[config.mk]
export PLATFORM = sky130hd
export DESIGN_NAME = oam_dma_ctrl
export DESIGN_NICKNAME = d
export VERILOG_FILES = /design/src/rtl/oam_dma_ctrl.sv
export SDC_FILE = /design/constraint.sdc
export NUM_CORES = 1
export LEC_CHECK = 0
export ABC_AREA = 1
export CAP_MARGIN = 20
export CORE_MARGIN = 4
export CORE_UTILIZATION = 37
export DETAILED_ROUTE_END_ITERATION = 7
export GPL_TIMING_DRIVEN = 0
export HOLD_SLACK_MARGIN = 0.12
export PLACE_DENSITY = 0.81
export SLEW_MARGIN = 20
export SYNTH_ARGS = -nofsm -noshare
export SYNTH_HDL_FRONTEND = slang
export SYNTH_SLANG_ARGS = --single-unit
[constraint.sdc]
create_clock -name clk -period 1.35 [get_ports clk]
set_input_delay 0.135 -clock clk [delete_from_list [all_inputs] [get_ports clk]]
set_output_delay 0.135 -clock clk [all_outputs]
set_load 0.1 [all_outputs]
[src/rtl/oam_dma_ctrl.sv]
// Sprite DMA controller: passes CPU accesses to mem while idle and copies one page into OAM on trigger.
// Latency: 2 cycles from trigger edge to first oam_we (3 with ALIGN); 513/514-cycle stall per transfer.
// Backpressure: stalls the CPU through cpu_rdy while busy; a CPU write held during HALT extends HALT.
module oam_dma_ctrl #(
  parameter int ADDR_WIDTH = 16,
  parameter int REG_WIDTH = 8,
  parameter logic [ADDR_WIDTH-1:0] DMA_REG_ADDR = 16'h4014,
  parameter int XFER_LEN = 256,
  localparam int IDX_W = $clog2(XFER_LEN),
  localparam int PAGE_W = ADDR_WIDTH - IDX_W
) (
  input  logic                  clk,
  input  logic                  reset_n,
  input  logic [ADDR_WIDTH-1:0] cpu_addr,
  input  logic [REG_WIDTH-1:0]  cpu_wdata,
  input  logic                  cpu_we,
  output logic [REG_WIDTH-1:0]  cpu_rdata,
  output logic                  cpu_rdy,
  output logic [ADDR_WIDTH-1:0] mem_addr,
  output logic [REG_WIDTH-1:0]  mem_din,
  output logic                  mem_we,
  input  logic [REG_WIDTH-1:0]  mem_dout,
  output logic [IDX_W-1:0]      oam_addr,
  output logic [REG_WIDTH-1:0]  oam_data,
  output logic                  oam_we,
  output logic                  dma_busy
);

  typedef enum logic [2:0] {
    ST_IDLE  = 3'd0,
    ST_HALT  = 3'd1,
    ST_ALIGN = 3'd2,
    ST_READ  = 3'd3,
    ST_WRITE = 3'd4
  } state_t;

  state_t            state_q, state_d;
  logic [PAGE_W-1:0] page_q, page_d;
  logic [IDX_W-1:0]  idx_q, idx_d;
  logic              parity_q, parity_d;

  // State, source page, byte index and the free-running parity bit.
  always_ff @(posedge clk or negedge reset_n) begin
    if (!reset_n) begin
      state_q  <= ST_IDLE;
      page_q   <= '0;
      idx_q    <= '0;
      parity_q <= 1'b0;
    end else begin
      state_q  <= state_d;
      page_q   <= page_d;
      idx_q    <= idx_d;
      parity_q <= parity_d;
    end
  end

  // Next-state decode and bus steering; mem belongs to the CPU only in IDLE.
  always_comb begin
    state_d  = state_q;
    page_d   = page_q;
    idx_d    = idx_q;
    parity_d = ~parity_q;
    mem_addr = cpu_addr;
    mem_din  = cpu_wdata;
    mem_we   = 1'b0;
    oam_we   = 1'b0;
    oam_data = mem_dout;
    case (state_q)
      ST_IDLE: begin
        mem_we = cpu_we;
        if (cpu_we && (cpu_addr == DMA_REG_ADDR)) begin
          // The trigger write itself is swallowed, not forwarded to mem.
          mem_we  = 1'b0;
          page_d  = cpu_wdata[PAGE_W-1:0];
          state_d = ST_HALT;
        end
      end
      ST_HALT: begin
        // The 6502 ignores RDY during writes; wait until it is really stopped.
        if (!cpu_we) begin
          state_d = parity_q ? ST_ALIGN : ST_READ;
        end
      end
      ST_ALIGN: begin
        state_d = ST_READ;
      end
      ST_READ: begin
        mem_addr = {page_q, idx_q};
        state_d  = ST_WRITE;
      end
      ST_WRITE: begin
        oam_we = 1'b1;
        if (idx_q == IDX_W'(XFER_LEN - 1)) begin
          idx_d   = '0;
          state_d = ST_IDLE;
        end else begin
          idx_d   = idx_q + 1'b1;
          state_d = ST_READ;
        end
      end
      default: begin
        state_d = ST_IDLE;
      end
    endcase
  end

  assign cpu_rdata = mem_dout;
  assign cpu_rdy   = (state_q == ST_IDLE);
  assign dma_busy  = ~cpu_rdy;
  assign oam_addr  = idx_q;

endmodule

## Yosys cells after proc, flatten, opt, wreduce, memory -nomap -nowiden

Index checks and enable logic that the tools add are counted.

| cells by class | value |
|---|---|
| multiplexer cells | 10 |
| reductions and logical operators | 4 |
| bitwise logic cells | 2 |
| $add $sub $neg | 1 |
| equality and inequality tests | 8 |

Operators with widths:

| cell | number |
|---|---|
| $eq 16x15->1 const B | 1 |
| $mux 16 | 1 |
| $pmux 3 s5 | 1 |
| $add 8x1->8 const B | 1 |
| $eq 8x8->1 const B | 1 |
| $mux 8 | 1 |
| $eq 3x2->1 const B | 2 |
| $mux 3 | 2 |
| $mux 1 | 4 |
| $reduce_and 2->1 | 2 |
| $eq 3x1->1 const B | 1 |
| $eq 3x3->1 const B | 1 |
| $logic_not 3->1 | 1 |
| $mux 2 | 1 |
| $ne 2x1->1 const B | 1 |
| $ne 2x2->1 const B | 1 |
| $not 1->1 | 2 |
| $logic_and 1x1->1 | 1 |

| word-level totals | value |
|---|---|
| register bits | 20 |
| bits of input ports | 35 |

## Depth between registers and ports, before layout

Gate-level depths: netlist of run 1.

| depth | value |
|---|---|
| depth in word-level cells | 4 |
| gate-level depth with buffers | 9 |
| depth with buffers taken out | 8 |

## Worst setup path after synthesis of run 1

OpenSTA, ideal clock, no wires.

| timing | value |
|---|---|
| path kind | register -> output |
| start | register state_q[1] |
| end | output port mem_we |
| path buffers | 0 |
| stages on the path, launching flop included | 4 |
| path slack | -1.929 ns |
| arrival time | 3.144 ns |
| cell sequence | dfrtp_1 > nor2_2 > nand2_2 > nor3_1 |

| on the way | value |
|---|---|
| word-level cells in the longest chain between the ends | 2 |

Ends and longest elaborated chain:

| what | RTL line | source |
|---|---|---|
| start: declaration | 37 | `state_t state_q, state_d;` |
| start signal: assignment | 50 | `state_q <= state_d;` |
| $logic_not 3->1 | 68 | `case (state_q)` |
| $mux 1 | 68 |  |
| end: declaration | 21 | `output logic mem_we,` |

No other way between the ends.

## Worst setup path in the final report of run 1

| timing | value |
|---|---|
| start | register state_q[0] |
| end | output port mem_addr[14] |

| on the way | value |
|---|---|
| word-level cells in the longest chain between the ends | 2 |

Ends and longest elaborated chain:

| what | RTL line | source |
|---|---|---|
| $eq 3x2->1 | 68 |  |
| $mux 16 | 68 |  |
| end: declaration | 19 | `output logic [ADDR_WIDTH-1:0] mem_addr,` |

No other way between the ends.

==> results of run 1 <==
==> final cells by class <==
cell class | instances | share of cell area
Clock buffer | 4 | 0.0139
Antenna cell | 1 | 0.000770
Sequential cell | 20 | 0.163
Inverter | 16 | 0.0231
Timing Repair inverter | 1 | 0.00269
Tap cell | 48 | 0.0185
Timing Repair Buffer | 111 | 0.372
Multi-Input combinational cell | 134 | 0.335
Buffer | 27 | 0.0712
==> state kept, by name, summed over array words and instances (netlist names) <==
register  flops
oam_addr      8
page_q        8
state_q       3
parity_q      1
==> timing repair <==
action,4_1_cts,5_1_grt
endpoints found under the hold margin,0,0
pin swaps,3,18
setup endpoints to repair,52,37
buffers inserted,16,16
cloned,2,1
resized for setup,316,45
==> worst max-delay path, delay by kind of cell (launching register included) <==
family / cells / cell delay (ps)
flip-flops: 1 / 460
AND/OR/NAND/NOR: 2 / 160
buffers and inverters: 4 / 580
AO/OA/AOI/OAI: 1 / 160
==> worst paths after layout <==
| check | start | to | slack (ps) |
|---|---|---|---|
| min | reset_n | oam_addr[4] | 390 |
| max reg2reg | state_q[0] | page_q[4] | -340 |
| max in group asynchronous | reset_n | oam_addr[1] | 250 |
| min in group clk | parity_q | parity_q | 450 |
| min reg2reg | parity_q | parity_q | 450 |
| max | state_q[0] | mem_addr[14] | -420 |
==> Yosys cell counts, drive strengths merged <==
| cell type | count | area, sq um |
|---|---|---|
| nor3b | 1 | 7.51 |
| nand2 | 76 | 303 |
| and2 | 1 | 6.26 |
| xnor2 | 1 | 8.76 |
| nor2 | 21 | 106 |
| clkinv | 1 | 5.00 |
| xor2 | 2 | 17.5 |
| buf | 27 | 210 |
| nand3 | 17 | 85.1 |
| nor3 | 2 | 10.0 |
| dfrtp | 20 | 500 |
| a21oi | 3 | 15.0 |
| ha | 1 | 12.5 |
| inv | 15 | 56.3 |
| o21ai | 9 | 56.3 |
==> cells by family after synthesis <==
family / count (synthesis) / synth area share
compound gates: 12 / 0.0509
xor+xnor: 3 / 0.0188
fa+ha+maj: 1 / 0.00894
buf+inv: 43 / 0.194
flops: 20 / 0.357
simple gates: 118 / 0.370
==> cells in the final DEF, fill, tap and decap left out, drive strengths merged, types with 5 or more instances in the layout <==
cell type	synthesis	layout
dfrtp	20	20
clkdlybuf4s50	0	16
buf	27	95
nand2	76	76
inv	15	17
dlygate4sd2	0	25
nand3	17	17
o21ai	9	9
nor2	21	21
clkbuf	0	5
==> power groups by stage <==
| stage | sequential, mW | combinational [mW] | clock (mW) |
|---|---|---|---|
| 2_1_floorplan | 0.611 | 0.348 | 0 |
| 3_3_place_gp | 0.611 | 0.517 | 0 |
| 3_5_place_dp | 0.611 | 0.520 | 0 |
| 4_1_cts | 0.598 | 0.488 | 0.423 |
| 5_1_grt | 0.598 | 0.517 | 0.467 |
| 6_report | 0.598 | 0.500 | 0.447 |
==> metal layers <==
layer / wire [um] / track usage / vias to the layer above
met3: 542 / 0.0420 / 29
li1: - / - / 824
met2: 3970 / 0.405 / 130
met4: 316 / 0.102 / 0
met5: 0 / 0 / -
met1: 2640 / 0.246 / 924
==> run_results.csv, run 1 <==
group,metric,value,unit
power_and_ir_drop,internal_power,0.944,mW
cells_and_area,drive_above_1_share,0.597,
detailed_routing,vias_per_cell,5.27,
placement,placement.cell_area,0.00256,sq mm
power_and_ir_drop,max-vdd-ir-drop,0.000587,V
synthesis,synth-seq-cells,20,
clocking,clk-insertion-delay-late,280,ps
synthesis,count_of_unique_library_cells_instantiated_by_yosys,23,
placement,routabilityCongestion,0.795,
detailed_routing,route.final.wire_length,7470,um
sta,hold_violations,0,
sta,worst-slew-pin-transition,976,ps
critical_path,worst-r2r-cell-count,8,
clocking,numClockSinks,20,
sta,rsz0062_at_grt,"true",
die,die_ar,0.00483,sq mm
job,cap_violations,0,
global_routing,vias_in_the_first_global_route,1902,
clocking,cts.hold.buffers_added,0,
sta,worst_hold_slack,387,ps
synthesis,syn_area,0.00140,sq mm
die,pin_count,87,
power_and_ir_drop,p_seq_frac,0.387,
placement,buffer_ports.inserted,78,
die,initial_core_util,0.382,
sta,finalClockSkew,7.52,ps
critical_path,crit_path_top_delay_cell,"sky130_fd_sc_hd__dfrtp_2",
cells_and_area,finish.instance_area,0.00325,sq mm
clocking,cts_made_buffers,3,
cells_and_area,final_core_util,0.888,
synthesis,yosys_warnings,0,
power_and_ir_drop,switching_share,0.389,
power_and_ir_drop,total_power,1.55,mW
detailed_routing,route.detailed.drc,0,
critical_path,crit_chain,"nand2_4 -> nor2_4 -> buf_6 -> buf_12 -> buf_6 -> o21ai_4 -> buf_12",
power_and_ir_drop,combinationalPowerShare,0.323,
critical_path,critical_path.endpoint_type,"output port",
sta,setup-tns-final,-11230,ps
detailed_routing,dr.first_iter.drc_count,144,
clocking,cts_htree_levels,1,
global_routing,globalRouteOverflowTotal,0,
cells_and_area,post_layout_nonfiller_instances,362,
clocking,cts-root-buf,"sky130_fd_sc_hd__clkbuf_8",
cells_and_area,finalNetCount,350,
detailed_routing,route.detailed.wl_per_inst,20.6,um
status,status,"finished, violations left",
cells_and_area,nFillCells,162,
clocking,ctsLongestPathBuffers,2,
status,violations,"setup timing",
global_routing,antenna_found_initial,1,
critical_path,worst_ep_required_time,1220,ps
die,rows,22,
critical_path,cp-start-kind,"flip-flop",
sta,drv_slew,0,
detailed_routing,ant_nets,0,
cells_and_area,multi_input_logic_area,0.00109,sq mm
sta,final.period_utilization,1.31,
cells_and_area,area.sequential,531,sq um
synthesis,mean_instance_size_in_the_synthesized_netlist,7.11,sq um
synthesis,syn_nets,233,
sta,highest_clock_frequency_the_design_can_meet,565,MHz
critical_path,cp.arrival,1640,ps
sta,timing.final.crit_period,1770,ps
sta,slew_headroom,0.347,
cells_and_area,syn2layout_area_growth,132,%
sta,report.final.setup_viol,38,
power_and_ir_drop,clockPowerShare,0.290,
critical_path,worstPathMaxFanout,5,
power_and_ir_drop,power_density,475,mW/mm^2
power_and_ir_drop,switching_pwr,0.601,mW
die,design.core.area,0.00366,sq mm
sta,postLayoutSetupSlackWorst,-421,ps
global_routing,global_route.usage.total,0.222,
die,fp.dieW,69.5,um
detailed_routing,detailedRoute.firstPassIterationCount,4,
synthesis,cells_after_synth,197,
global_routing,grt_start_max_net_pins,21,
worst_hold_path,holdCritPathClass,"in2async",
clocking,cts.clk_slew.worst_paths,90,ps
synthesis,seq_area_frac_synth,0.357,
detailed_routing,via_count,1907,
critical_path,cpPeakStageDelay,460,ps
critical_path,worstSetupPathType,"reg2out",
placement,place_ws,-1230,ps
placement,dp_cells,323,
placement,detailedPlacementHpwl,3510,um
die,die-height,69.5,um
global_routing,global_route_wire_length_before_repair,8650,um
clocking,cts_tree,"done",
power_and_ir_drop,static-leakage-power,1.58,nW
No activity file was read; power rests on OpenSTA's default activity.
==> inputs of run 2 (changes only) <==
--- a/config.mk
+++ b/config.mk
@@ -6,8 +6,9 @@
 export NUM_CORES = 1
 export LEC_CHECK = 0
 export ABC_AREA = 1
+export ABC_CLOCK_PERIOD_IN_PS = 1350
 export CAP_MARGIN = 20
-export CORE_MARGIN = 4
+export CORE_MARGIN = 1.5
 export CORE_UTILIZATION = 37
 export DETAILED_ROUTE_END_ITERATION = 7
 export GPL_TIMING_DRIVEN = 0
==> run 2 against run 1 <==
Compared with the run above:
- the run still ends with setup timing left
- sequential power about the same
- sequential share of layout area down 0.25 points
- fmax up 2.0%
- clock power up 5.8%
- power up 2.2%
- hold slack better by 21 ps
- setup slack better by 34 ps
- critical path type unchanged
- largest power group unchanged
- highest routed layer unchanged
==> run_results.csv, run 2 (same netlist as run 1, synthesis figures left out) <==
group,metric,value,unit
detailed_routing,ant_nets,0,
clocking,cts_tree,"done",
critical_path,cp.arrival,1600,ps
global_routing,global_route_wire_length_before_repair,8710,um
sta,worst_hold_slack,408,ps
detailed_routing,vias_per_cell,5.26,
sta,rsz0062_at_grt,"true",
die,die-height,64.5,um
global_routing,globalRouteOverflowTotal,0,
sta,finalClockSkew,4.20,ps
clocking,cts_htree_levels,1,
sta,hold_violations,0,
die,initial_core_util,0.385,
clocking,cts.clk_slew.worst_paths,80,ps
global_routing,antenna_found_initial,0,
critical_path,regToRegEndpoint,"page_q[2]",
placement,placement.cell_area,0.00256,sq mm
cells_and_area,nFillCells,147,
detailed_routing,route.detailed.wl_per_inst,19.3,um
worst_hold_path,holdCritPathClass,"in2async",
placement,detailedPlacementHpwl,3170,um
critical_path,worst_ep_required_time,1220,ps
clocking,clk-insertion-delay-late,260,ps
sta,report.final.setup_viol,39,
placement,dp_cells,323,
critical_path,r2r_setup_slack,-320,ps
die,fp.dieW,64.5,um
clocking,ctsLongestPathBuffers,2,
power_and_ir_drop,p_seq_frac,0.379,
cells_and_area,mostFrequentLayoutCell,"sky130_fd_sc_hd__buf_4",
clocking,cts-root-buf,"sky130_fd_sc_hd__clkbuf_8",
detailed_routing,via_count,1915,
placement,routabilityCongestion,0.793,
detailed_routing,detailedRoute.firstPassIterationCount,4,
critical_path,crit_reg_reg_startpoint,"state_q[1]",
detailed_routing,dr.first_iter.drc_count,103,
critical_path,critPathCapture,"mem_addr[7]",
critical_path,worst-r2r-cell-count,8,
critical_path,crit_path_start,"state_q[1]",
cells_and_area,antenna_cells,0,
cells_and_area,mostFrequentLayoutCells,"50 x sky130_fd_sc_hd__buf_4, 32 x sky130_fd_sc_hd__nand2_1, 26 x sky130_fd_sc_hd__dlygate4sd2_1",
global_routing,vias_in_the_first_global_route,1806,
sta,worst-slew-pin-transition,975,ps
die,pin_count,87,
power_and_ir_drop,static-leakage-power,1.63,nW
power_and_ir_drop,power_density,478,mW/mm^2
clocking,cts_made_buffers,3,
job,cap_violations,0,
cells_and_area,syn2layout_area_growth,136,%
power_and_ir_drop,internal_power,0.993,mW
critical_path,critical_path.endpoint_type,"output port",
sta,timing.final.crit_period,1740,ps
status,violations,"setup timing",
sta,setup-tns-final,-9840,ps
power_and_ir_drop,combinationalPowerShare,0.321,
global_routing,global_route.usage.total,0.270,
global_routing,grt_start_max_net_pins,21,
detailed_routing,route.detailed.drc,0,
sta,slew_headroom,0.348,
die,design.core.area,0.00363,sq mm
die,rows,22,
die,die_ar,0.00416,sq mm
detailed_routing,route.final.wire_length,7020,um
critical_path,worstSetupPathType,"reg2out",
critical_path,cp-start-kind,"flip-flop",
power_and_ir_drop,switching_share,0.371,
status,status,"finished, violations left",
sta,drv_slew,0,
power_and_ir_drop,max-vdd-ir-drop,0.000483,V
cells_and_area,finish.instance_area,0.00330,sq mm
sta,highest_clock_frequency_the_design_can_meet,576,MHz
cells_and_area,finalNetCount,353,
critical_path,worstPathMaxFanout,5,
power_and_ir_drop,clockPowerShare,0.300,
clocking,numClockSinks,20,
sta,final.period_utilization,1.29,
power_and_ir_drop,switching_pwr,0.586,mW
cells_and_area,post_layout_nonfiller_instances,364,
sta,postLayoutSetupSlackWorst,-387,ps
placement,buffer_ports.inserted,78,
cells_and_area,drive_above_1_share,0.611,
run 2: how the worst min path moves through the flow:
stage                   from     endpoint  slack [ps]
CTS                  reset_n  oam_addr[2]         430
global placement    parity_q     parity_q         420
finish               reset_n  oam_addr[4]         410
global route        parity_q     parity_q         470
detailed placement  parity_q     parity_q         420
floorplan            reset_n  oam_addr[7]        -160
run 2: critical path, stage by stage (launching register included):
cell and delay, ps:
sky130_fd_sc_hd__dfrtp_1 420, sky130_fd_sc_hd__nand2_4 80, sky130_fd_sc_hd__nor2_4 130, sky130_fd_sc_hd__buf_12 130
sky130_fd_sc_hd__clkinv_8 60, sky130_fd_sc_hd__buf_12 150, sky130_fd_sc_hd__o21ai_4 160, sky130_fd_sc_hd__buf_12 190
run 2: area by class of cell:
class	instances	area (sq um)	share of cell area
plain buffers	27	226	0.0686
flip-flops and latches	20	531	0.161
repair inverters	1	6.26	0.00189
repair buffers	114	1230	0.372
multi-input cells	134	1120	0.338
clock buffers	4	55.1	0.0167
inverters	16	80.1	0.0243
well taps	48	60.1	0.0182
run 2: stage by stage:
stage	worst slack, ps	power (mW)	util
floorplan	-337	0.959	-
global placement	-1210	1.13	0.705
detailed placement	-1220	1.13	0.705
CTS	-325	1.54	0.824
global route	-429	1.62	0.909
finish	-387	1.58	0.909
run 2: power groups by stage:
stage / Clock, mW / Combinational [mW] / Sequential (mW)
floorplan: 0 / 0.348 / 0.611
global placement: 0 / 0.516 / 0.611
detailed placement: 0 / 0.519 / 0.611
CTS: 0.456 / 0.486 / 0.598
global route: 0.498 / 0.520 / 0.598
finish: 0.473 / 0.508 / 0.598
run 2: repair_timing:
item                                    in CTS  in global routing
endpoints found under the setup margin      52                 38
hold buffers                                 0                  0
pin swaps                                   10                 15
endpoints found under the hold margin        0                  0
resized for setup                          313                 48
buffers inserted                            20                 14
gates cloned                                 2                  1
run 2: layer usage:
layer,global-route usage,part of all wire
met5,0,0
met2,0.510,0.52
met1,0.320,0.36
met3,0.0417,0.066
met4,0.0612,0.044
==> inputs of run 3 (changes only) <==
--- a/config.mk
+++ b/config.mk
@@ -14,6 +14,7 @@
 export GPL_TIMING_DRIVEN = 0
 export HOLD_SLACK_MARGIN = 0.12
 export PLACE_DENSITY = 0.81
+export SKIP_LAST_GASP = 1
 export SLEW_MARGIN = 20
 export SYNTH_ARGS = -nofsm -noshare
 export SYNTH_HDL_FRONTEND = slang
==> run 3 against run 2 <==
Compared with the run above:
- the run still ends with setup timing left
- clock skew is 2.7 ps lower
- sequential power hardly changed
- hold slack worse by 21 ps
- via count is 0.10% higher
- utilization is 0.96 points lower
- die area stayed put
- combinational power is 0.8% lower
- clock power is 1% higher
- sequential cell count stayed put
- setup slack worse by 88 ps
- first-iteration DRC count is 6.8% lower
- power hardly changed
- critical endpoint is now page_q[0]
- largest cell class unchanged
==> run_results.csv, run 3 (same netlist as run 1, synthesis figures left out) <==
group,metric,value,unit
sta,worst-slew-pin-transition,977,ps
global_routing,global_route_wire_length_before_repair,8490,um
clocking,cts-root-buf,"sky130_fd_sc_hd__clkbuf_8",
critical_path,r2r_setup_slack,-480,ps
placement,buffer_ports.inserted,78,
detailed_routing,vias_per_cell,5.25,
die,fp.dieW,64.5,um
power_and_ir_drop,max-vdd-ir-drop,0.000678,V
sta,slew_headroom,0.352,
sta,finalClockSkew,1.46,ps
critical_path,crit_path_top_delay_cell,"sky130_fd_sc_hd__dfrtp_1",
sta,highest_clock_frequency_the_design_can_meet,548,MHz
critical_path,regToRegEndpoint,"page_q[0]",
critical_path,cp-start-kind,"flip-flop",
power_and_ir_drop,switching_pwr,0.585,mW
cells_and_area,final_core_util,0.899,
power_and_ir_drop,internal_power,0.995,mW
clocking,clk-insertion-delay-late,270,ps
critical_path,crit_reg_reg_startpoint,"state_q[1]",
cells_and_area,finalNetCount,354,
die,design.core.area,0.00363,sq mm
sta,hold_violations,0,
status,violations,"setup timing",
global_routing,global_route.usage.total,0.262,
critical_path,worst-r2r-cell-count,9,
cells_and_area,nFillCells,166,
critical_path,crit_path_start,"state_q[1]",
clocking,cts.hold.buffers_added,0,
die,rows,22,
sta,drv_slew,0,
sta,report.final.setup_viol,39,
detailed_routing,route.detailed.wl_per_inst,19.1,um
power_and_ir_drop,power_density,484,mW/mm^2
critical_path,crit_chain,"buf_4 -> buf_6 -> nor2_4 -> nand2_8 -> buf_6 -> nor2_4 -> nand2_4 -> nand2_2 -> nand2_1",
sta,worst_hold_slack,387,ps
status,status,"finished, violations left",
power_and_ir_drop,switching_share,0.370,
clocking,cts_htree_levels,1,
clocking,cts_tree,"done",
clocking,cts_made_buffers,3,
clocking,cts.clk_slew.worst_paths,80,ps
clocking,ctsLongestPathBuffers,2,
critical_path,critPathCapture,"page_q[0]",
critical_path,worstSetupPathType,"reg2reg",
sta,postLayoutSetupSlackWorst,-475,ps
cells_and_area,mostFrequentLayoutCell,"sky130_fd_sc_hd__buf_4",
power_and_ir_drop,static-leakage-power,1.63,nW
die,initial_core_util,0.385,
critical_path,cpPeakStageDelay,440,ps
sta,setup-tns-final,-13660,ps
sta,final.period_utilization,1.35,
critical_path,critical_path.endpoint_type,"flip-flop",
die,die-height,64.5,um
detailed_routing,ant_nets,0,
placement,detailedPlacementHpwl,3170,um
power_and_ir_drop,total_power,1.58,mW
cells_and_area,antenna_cells,0,
cells_and_area,syn2layout_area_growth,133,%
global_routing,grt_start_max_net_pins,21,
die,pin_count,87,
cells_and_area,drive_above_1_share,0.593,
detailed_routing,detailedRoute.firstPassIterationCount,4,
worst_hold_path,holdCritPathClass,"in2async",
power_and_ir_drop,clockPowerShare,0.303,
detailed_routing,route.final.wire_length,6980,um
detailed_routing,via_count,1917,
power_and_ir_drop,p_seq_frac,0.378,
sta,rsz0062_at_grt,"true",
die,die_ar,0.00416,sq mm
critical_path,worstPathMaxFanout,8,
cells_and_area,mostFrequentLayoutCells,"50 x sky130_fd_sc_hd__buf_4, 37 x sky130_fd_sc_hd__nand2_1, 24 x sky130_fd_sc_hd__dlygate4sd2_1",
placement,routabilityCongestion,0.793,
detailed_routing,dr.first_iter.drc_count,96,
sta,timing.final.crit_period,1830,ps
job,cap_violations,0,
power_and_ir_drop,combinationalPowerShare,0.319,
global_routing,globalRouteOverflowTotal,0,
detailed_routing,route.detailed.drc,0,
global_routing,vias_in_the_first_global_route,1787,
clocking,numClockSinks,20,
global_routing,antenna_found_initial,0,
critical_path,cp.arrival,1970,ps
critical_path,worst_ep_required_time,1490,ps
placement,place_ws,-1220,ps
run 3: metrics by stage:
step | instances | instance area [sq um]
2_1_floorplan | 197 | 1720
3_3_place_gp | 323 | 2560
3_5_place_dp | 323 | 2560
4_1_cts | 349 | 2970
5_1_grt | 365 | 3270
6_report | 365 | 3270
run 3: final cells by class:
class | instances | area (sq um) | share of cell area
Multi-Input combinational cell | 134 | 1090 | 0.333
Tap cell | 48 | 60.1 | 0.0184
Inverter | 16 | 72.6 | 0.0222
Sequential cell | 20 | 531 | 0.162
Timing Repair inverter | 1 | 3.75 | 0.00115
Timing Repair Buffer | 115 | 1230 | 0.378
Clock buffer | 4 | 55.1 | 0.0169
Buffer | 27 | 223 | 0.0682
run 3: layer usage:
layer  global-route usage  vias up  part of all wire
met3               0.0278       36             0.074
met4               0.0505        0             0.063
li1                     -      833                 -
met2                0.499      142              0.51
met5                    0        -                 0
met1                0.319      906              0.35
run 3: worst max-delay path, delay by kind of cell (launching register included):
family,cells,cell delay [ps]
flops,1,440
buf+inv,3,400
simple gates,6,860
run 3: worst min path at each step:
| stage | depth (start not counted) | start | slack, ps | endpoint |
|---|---|---|---|---|
| floorplan | 0 | reset_n | -160 | oam_addr[7] |
| CTS | 1 | reset_n | 430 | oam_addr[2] |
| global route | 1 | reset_n | 450 | state_q[1] |
| detailed placement | 1 | parity_q | 420 | parity_q |
| global placement | 1 | parity_q | 420 | parity_q |
| finish | 1 | reset_n | 390 | oam_addr[4] |
run 3: power groups by stage:
stage                     Clock, mW  Sequential [mW]  Combinational, mW
after floorplan                   0            0.611              0.348
after global placement            0            0.611              0.516
after detailed placement          0            0.611              0.519
after CTS                     0.456            0.598              0.486
after global routing          0.508            0.598              0.519
final                         0.478            0.598              0.504
run 3: repair_timing:
| action | CTS | global route |
|---|---|---|
| gates cloned | 2 | 1 |
| setup buffers | 20 | 15 |
| pin swaps | 10 | 13 |
| setup endpoints to repair | 52 | 38 |
| gates resized for setup | 304 | 47 |
